$ cat config.mk
export PLATFORM = sky130hd
export DESIGN_NAME = approx_add8_msb_pipe
export DESIGN_NICKNAME = d
export VERILOG_FILES = /design/src/rtl/approx_add8_msb_pipe.sv
export SDC_FILE = /design/constraint.sdc
export NUM_CORES = 1
export LEC_CHECK = 0
export CAP_MARGIN = 20
export CORE_ASPECT_RATIO = 2
export CORE_MARGIN = 2
export CORE_UTILIZATION = 44
export CTS_CLUSTER_SIZE = 25
export DETAILED_ROUTE_END_ITERATION = 7
export PLACE_DENSITY_LB_ADDON = 0.3
export SLEW_MARGIN = 20
export SYNTH_ARGS = -nofsm -noshare
export SYNTH_HDL_FRONTEND = slang
export SYNTH_SLANG_ARGS = --single-unit
$ cat constraint.sdc
create_clock -name clk -period 1.9 [get_ports clk]
set_input_delay 0.285 -clock clk [delete_from_list [all_inputs] [get_ports clk]]
set_output_delay 0.285 -clock clk [all_outputs]
set_load 0.005 [all_outputs]
$ cat src/rtl/approx_add8_msb_pipe.sv
// rtl/approx_add8_msb_pipe.sv - upper-part exact adder stage of the 8-bit approximate adder, 2-stage valid/ready pipe
//
// Ports:
//   clk, rst            rising-edge clock, asynchronous active-high reset
//   in_valid, in_ready  upstream handshake (in_ready is combinational)
//   a_msb, b_msb        operand upper bits [7:2]
//   s_lsb               approximate LSB sum from the LSB stage (passed through)
//   cin1                carry from the LSB stage into the upper part
//   out_valid, out_ready downstream handshake
//   sum, cout           {upper exact sum, s_lsb} and upper carry-out
//
// Build option APPROX_ADD_SAT_EN: when defined, an upper carry saturates
// sum to all ones (cout stays 1); otherwise sum wraps and cout reports it.

module approx_add8_msb_pipe #(
  parameter int MSB_W = 6,
  parameter int LSB_W = 2
) (
  input  logic                   clk,
  input  logic                   rst,
  input  logic                   in_valid,
  output logic                   in_ready,
  input  logic [MSB_W-1:0]       a_msb,
  input  logic [MSB_W-1:0]       b_msb,
  input  logic [LSB_W-1:0]       s_lsb,
  input  logic                   cin1,
  output logic                   out_valid,
  input  logic                   out_ready,
  output logic [MSB_W+LSB_W-1:0] sum,
  output logic                   cout
);

  // Stage 1 holding registers
  logic                   s1_valid_q, s1_valid_d;
  logic [MSB_W-1:0]       s1_a_q, s1_a_d;
  logic [MSB_W-1:0]       s1_b_q, s1_b_d;
  logic [LSB_W-1:0]       s1_s_q, s1_s_d;
  logic                   s1_c_q, s1_c_d;

  // Stage 2 (output) registers
  logic                   out_valid_q, out_valid_d;
  logic [MSB_W+LSB_W-1:0] sum_q, sum_d;
  logic                   cout_q, cout_d;

  logic                   s2_adv;
  logic                   s1_adv;
  logic                   in_fire;
  logic [MSB_W:0]         add_full;

  always_comb begin
    s2_adv   = ~out_valid_q | out_ready;
    s1_adv   = s1_valid_q & s2_adv;
    in_ready = ~s1_valid_q | s2_adv;
    in_fire  = in_valid & in_ready;

    // Full-width add so the carry is taken before any truncation.
    add_full = {1'b0, s1_a_q} + {1'b0, s1_b_q} + {{MSB_W{1'b0}}, s1_c_q};

    s1_valid_d  = s1_valid_q;
    s1_a_d      = s1_a_q;
    s1_b_d      = s1_b_q;
    s1_s_d      = s1_s_q;
    s1_c_d      = s1_c_q;
    out_valid_d = out_valid_q;
    sum_d       = sum_q;
    cout_d      = cout_q;

    // S1 reloads on a transfer in; otherwise it empties when its word moves on.
    if (in_fire) begin
      s1_valid_d = 1'b1;
      s1_a_d     = a_msb;
      s1_b_d     = b_msb;
      s1_s_d     = s_lsb;
      s1_c_d     = cin1;
    end else if (s1_adv) begin
      s1_valid_d = 1'b0;
    end

    // S2 only changes when it is empty or being drained.
    if (s2_adv) begin
      out_valid_d = s1_valid_q;
      if (s1_valid_q) begin
`ifdef APPROX_ADD_SAT_EN
        if (add_full[MSB_W]) begin
          sum_d  = '1;
          cout_d = 1'b1;
        end else begin
          sum_d  = {add_full[MSB_W-1:0], s1_s_q};
          cout_d = 1'b0;
        end
`else
        sum_d  = {add_full[MSB_W-1:0], s1_s_q};
        cout_d = add_full[MSB_W];
`endif
      end
    end
  end

  always_ff @(posedge clk or posedge rst) begin
    if (rst) begin
      s1_valid_q  <= 1'b0;
      s1_a_q      <= '0;
      s1_b_q      <= '0;
      s1_s_q      <= '0;
      s1_c_q      <= 1'b0;
      out_valid_q <= 1'b0;
      sum_q       <= '0;
      cout_q      <= 1'b0;
    end else begin
      s1_valid_q  <= s1_valid_d;
      s1_a_q      <= s1_a_d;
      s1_b_q      <= s1_b_d;
      s1_s_q      <= s1_s_d;
      s1_c_q      <= s1_c_d;
      out_valid_q <= out_valid_d;
      sum_q       <= sum_d;
      cout_q      <= cout_d;
    end
  end

  assign out_valid = out_valid_q;
  assign sum       = sum_q;
  assign cout      = cout_q;

endmodule

# Word-level counts from Yosys, hierarchy flattened
# Index checks and enable logic that the tools add are counted.
# W data, S select, Z words.
# word_totals
ff_bits	26
input_bits	19
output_inout_bits	11
word_cells	20
# classes
n_addsub	2
muxes	2
n_bitwise	6
n_reduce_logical	2
# ops
cell	n
$add A6 B6 Y7	1
$add A7 B1 Y7	1
$and A1 B1 Y1	2
$mux W1	2
$not A1 Y1	2
$or A1 B1 Y1	2
$reduce_and A2 Y1	1
$reduce_bool A2 Y1	1

# Depth between registers and ports, before layout
# depth
ltp_word	5
ltp_mapped	7
depth_no_buf	7

# Least setup slack after synthesis
# No wires, ideal clock.
# synth_timing
path_type	register to register
start	reg s1_a_q[0]
end	reg cout_q, in the netlist cout
setup_ps	131
arrival_time_ps	1663
required_time_ps	1769
setup_slack_ps	106
path_stages_with_launch	8
n_path_buf	0
period_less_slack_ps	1794
path_cell_list	dfrtp_1 fa_1 inv_1 fa_1 nand2b_1 a21oi_1 a2111oi_2 nor3_1
# synth_via
elab_chain_len	2
# synth_lines
element	line_no	source
start, declared	35	logic [MSB_W-1:0] s1_a_q, s1_a_d;
start signal, assigned	102	s1_a_q <= '0;
start signal, assigned	111	s1_a_q <= s1_a_d;
$add A6 B6 Y7	57	add_full = {1'b0, s1_a_q} + {1'b0, s1_b_q} + {{MSB_W{1'b0}}, s1_c_q};
$add A7 B1 Y7	57	
end signal, assigned	117	cout_q <= cout_d;
end, declared	43	logic cout_q, cout_d;
# No other way between the ends.
# A chain may end at the register's enable or synchronous reset.

# Worst setup path after layout
# layout_timing
start	reg s1_c_q
end	reg cout_q, in the netlist cout
# layout_via
elab_chain_len	1
# layout_lines
element	line_no	source
start, declared	38	logic s1_c_q, s1_c_d;
start signal, assigned	105	s1_c_q <= 1'b0;
start signal, assigned	114	s1_c_q <= s1_c_d;
$add A7 B1 Y7	57	
# No other way between the ends.

==> key figures <==
Clock tree
  • Cts bufs inserted: 3
  • Clk_lat worst skew: 260 ps
  • # hold bufs at CTS: 0
  • CTS clk-pin slew, worst paths: 80 ps
  • Clock sink count: 26
  • CTS Root Cell: clkbuf_8
  • CTS tree: done
  • Clk buf depth: 2
  • H-tree depth: 1

Synthesis
  • Yosys top cell area share: between 50% and 60%
  • Synthesized area: about 1300 um^2
  • Synth Register Bits: 26
  • FFs w/ async S/R, synth: 100%
  • Yosys warns: 0
  • Sequential element share of the synthesized area: between 50 and 60%
  • Synthesized area per cell: ~14 um^2
  • Synth cell types: 23
  • Post-synth EDFFs: 0
  • Area contributors post-synth: dfrtp_1, mux2_4, mux2_2
  • Synth Instances: 91
  • Yosys top cell by area: dfrtp_1
  • Mapped Nets: between 100 and 150
  • Main synth FF type: dfrtp_1
  • Leading cell type by number of instances after synthesis: dfrtp_1
  • Commonest cells in the netlist: dfrtp_1, mux2_4, mux2_2

Worst setup path
  • Critical Path End: cout
  • CP Data Required Time: ~2000 ps
  • Worst r2r path cells: 7
  • Startpoint types: flip-flop
  • Reg2reg setup slack: 70 ps
  • Reg2reg end: cout
  • Critical Path Sink Type: flip-flop
  • FF-to-FF Start: s1_c_q
  • Arrival @ worst endpoint: 1960 ps
  • Critical Path Start: s1_c_q
  • Max FO, Critical Path: 2
  • WS Path Type: reg2reg

Global routing
  • GRT Total Usage: 13.8%
  • First-pass GRT wire length: about 3600 um
  • GRT met3 Usage: about 2.7%
  • Largest net degree at the start of global routing: 27
  • Aggregate global routing overflow: 0
  • Met1 usage: between 10% and 20%
  • Initial antenna violation count: 0
  • Met2 Use GR: 27.2%
  • Vias in the first global route: around 850
  • GR peak layer: met2

Placed design
  • HPWL after detailed placement: 1660 um
  • DP Area: between 1500 and 2000 um^2
  • Placer Congestion: 0.815
  • Port bufs: 29

Final layout
  • Cell area after layout: ~1600 um^2
  • Layout overhead on the synthesized area: 31.0%
  • Ant diodes: 0
  • Layout cells sized above 1: 27.8%
  • Fill cells: roughly 220
  • Post-layout util: between 60% and 70%
  • Post-layout nets: 154

Detailed routing
  • DRT Wirelength: approximately 2100 um
  • DRT antenna net count: 0
  • WL/cell: approximately 14 um
  • DR vias: around 800
  • DRC violations left: 0
  • DR vias/cell: 5.15
  • Initial DRC Count: 13
  • DRT Pass-1 Iters: 4

Power and ir drop
  • Leakage: approximately 0.74 nW
  • Pwr Total: between 1.5 and 2 mW
  • Worst IR Drop VDD: 0.633 mV
  • Pwr per Cell Area: 1030 nW/um^2

Floorplan
  • Core area: between 2000 and 3000 um^2
  • Initial Utilization: a little under half
  • Die Width: about 42 um
  • Die Y: just under 80 um
  • Row count: 27
  • Die area: 3320 um^2
  • Io pins: 30

Timing
  • Rel. slew slack: 78.8%
  • Slew @ Worst Pin: roughly 320 ps
  • Clk_skew: approximately 5 ps
  • Final hold violations: 0
  • FMAX: about 550 MHz
  • Total negative slack: 0 ps
  • Slew Limit Fails: 0
  • Final worst path period share: between 90% and 100%
  • Min cycle time layout: ~1800 ps
  • # setup viols final: 0

Worst hold path
  • Worst min path class: in2async

Run
  • Max-cap violations: 0

Status
  • Status: complete, no violations
==> cells in the final DEF (no fill, tap or decap), types with 2 or more instances in the layout <==
cell type | Yosys | layout
nor2_1 | 4 | 4
clkdlybuf4s50_1 | 0 | 29
mux2_2 | 8 | 8
a21oi_1 | 3 | 2
buf_4 | 0 | 5
inv_1 | 4 | 3
nand2_1 | 6 | 6
fa_2 | 0 | 2
nor3_1 | 2 | 2
ha_1 | 5 | 5
xnor2_1 | 3 | 3
dfrtp_1 | 26 | 26
mux2_4 | 10 | 10
o21ai_1 | 2 | 2
o21ai_0 | 3 | 3
clkbuf_8 | 0 | 3
nand2b_1 | 4 | 4
==> power breakdown <==
group,switching (mW),total (mW),leakage [nW],internal (mW)
Sequential,0.0753,0.759,0.305,0.684
Combinational,0.238,0.635,0.410,0.397
Clock,0.148,0.290,0.0216,0.141
==> flip-flops by register name, indices dropped and copies added, names as in the netlist <==
| register | flops |
|---|---|
| cout | 1 |
| s1_c_q | 1 |
| s1_a_q | 6 |
| s1_b_q | 6 |
| s1_valid_q | 1 |
| sum | 8 |
| s1_s_q | 2 |
| out_valid | 1 |
==> what timing repair did <==
| item | in CTS | in global routing |
|---|---|---|
| buffers inserted | 0 | 2 |
| pin swaps | 0 | 3 |
| gates resized for setup | 1 | 3 |
| setup endpoints to repair | 1 | 2 |
==> metal layers <==
layer / wire [um] / share of wire, % / vias up
li1: - / - / 382
met2: 1240 / 59 / 19
met3: 84 / 4.0 / 2
met5: 0 / 0 / -
met1: 759 / 36 / 396
met4: 19 / 0.90 / 0
==> logic make-up (layout without fill, tap and decap cells) <==
kind of cell	after synthesis	after routing	synth area share, %
flip-flops	26	26	51.9
XOR/XNOR	4	4	2.79
AND/OR/NAND/NOR	19	19	8.78
AO/OA/AOI/OAI	11	11	5.99
adder cells (fa/ha/maj)	7	7	8.18
buffers and inverters	6	41	3.19
multiplexers	18	18	19.2
==> through the flow <==
step | instances | hold slack (ps) | worst slack, ps
floorplan | 91 | 325 | 106
global placement | 150 | 470 | 53.3
detailed placement | 150 | 471 | -31.1
CTS | 153 | 381 | 21.9
global route | 155 | 430 | -24.7
finish | 155 | 371 | 75.0
==> how the worst min path moves through the flow <==
stage | startpoint | end | slack, ps | cells past startpoint
finish | rst | sum[1] | 370 | 3
floorplan | rst | cout | 330 | 1
detailed placement | sum[3] | sum[3] | 470 | 2
global placement | sum[5] | sum[5] | 470 | 2
CTS | rst | sum[6] | 380 | 3
global route | rst | s1_b_q[3] | 430 | 3
==> worst max-delay path: stages, from the launching register on <==
cell       delay [ps]
dfrtp_1           420
fa_2              420
inv_2              80
fa_2              200
nand2b_1          130
a21oi_2            80
a2111oi_2         300
nor3_1             80
==> area by class of cell <==
class                   count  area (um^2)  area share, %
multi-input cells          59          572           34.8
well taps                  29         36.3           2.21
inverters                   4         15.0          0.914
flip-flops and latches     26          651           39.6
clock buffers               3         41.3           2.51
repair buffers             34          328           20.0
No activity file was read; power rests on OpenSTA's default activity.
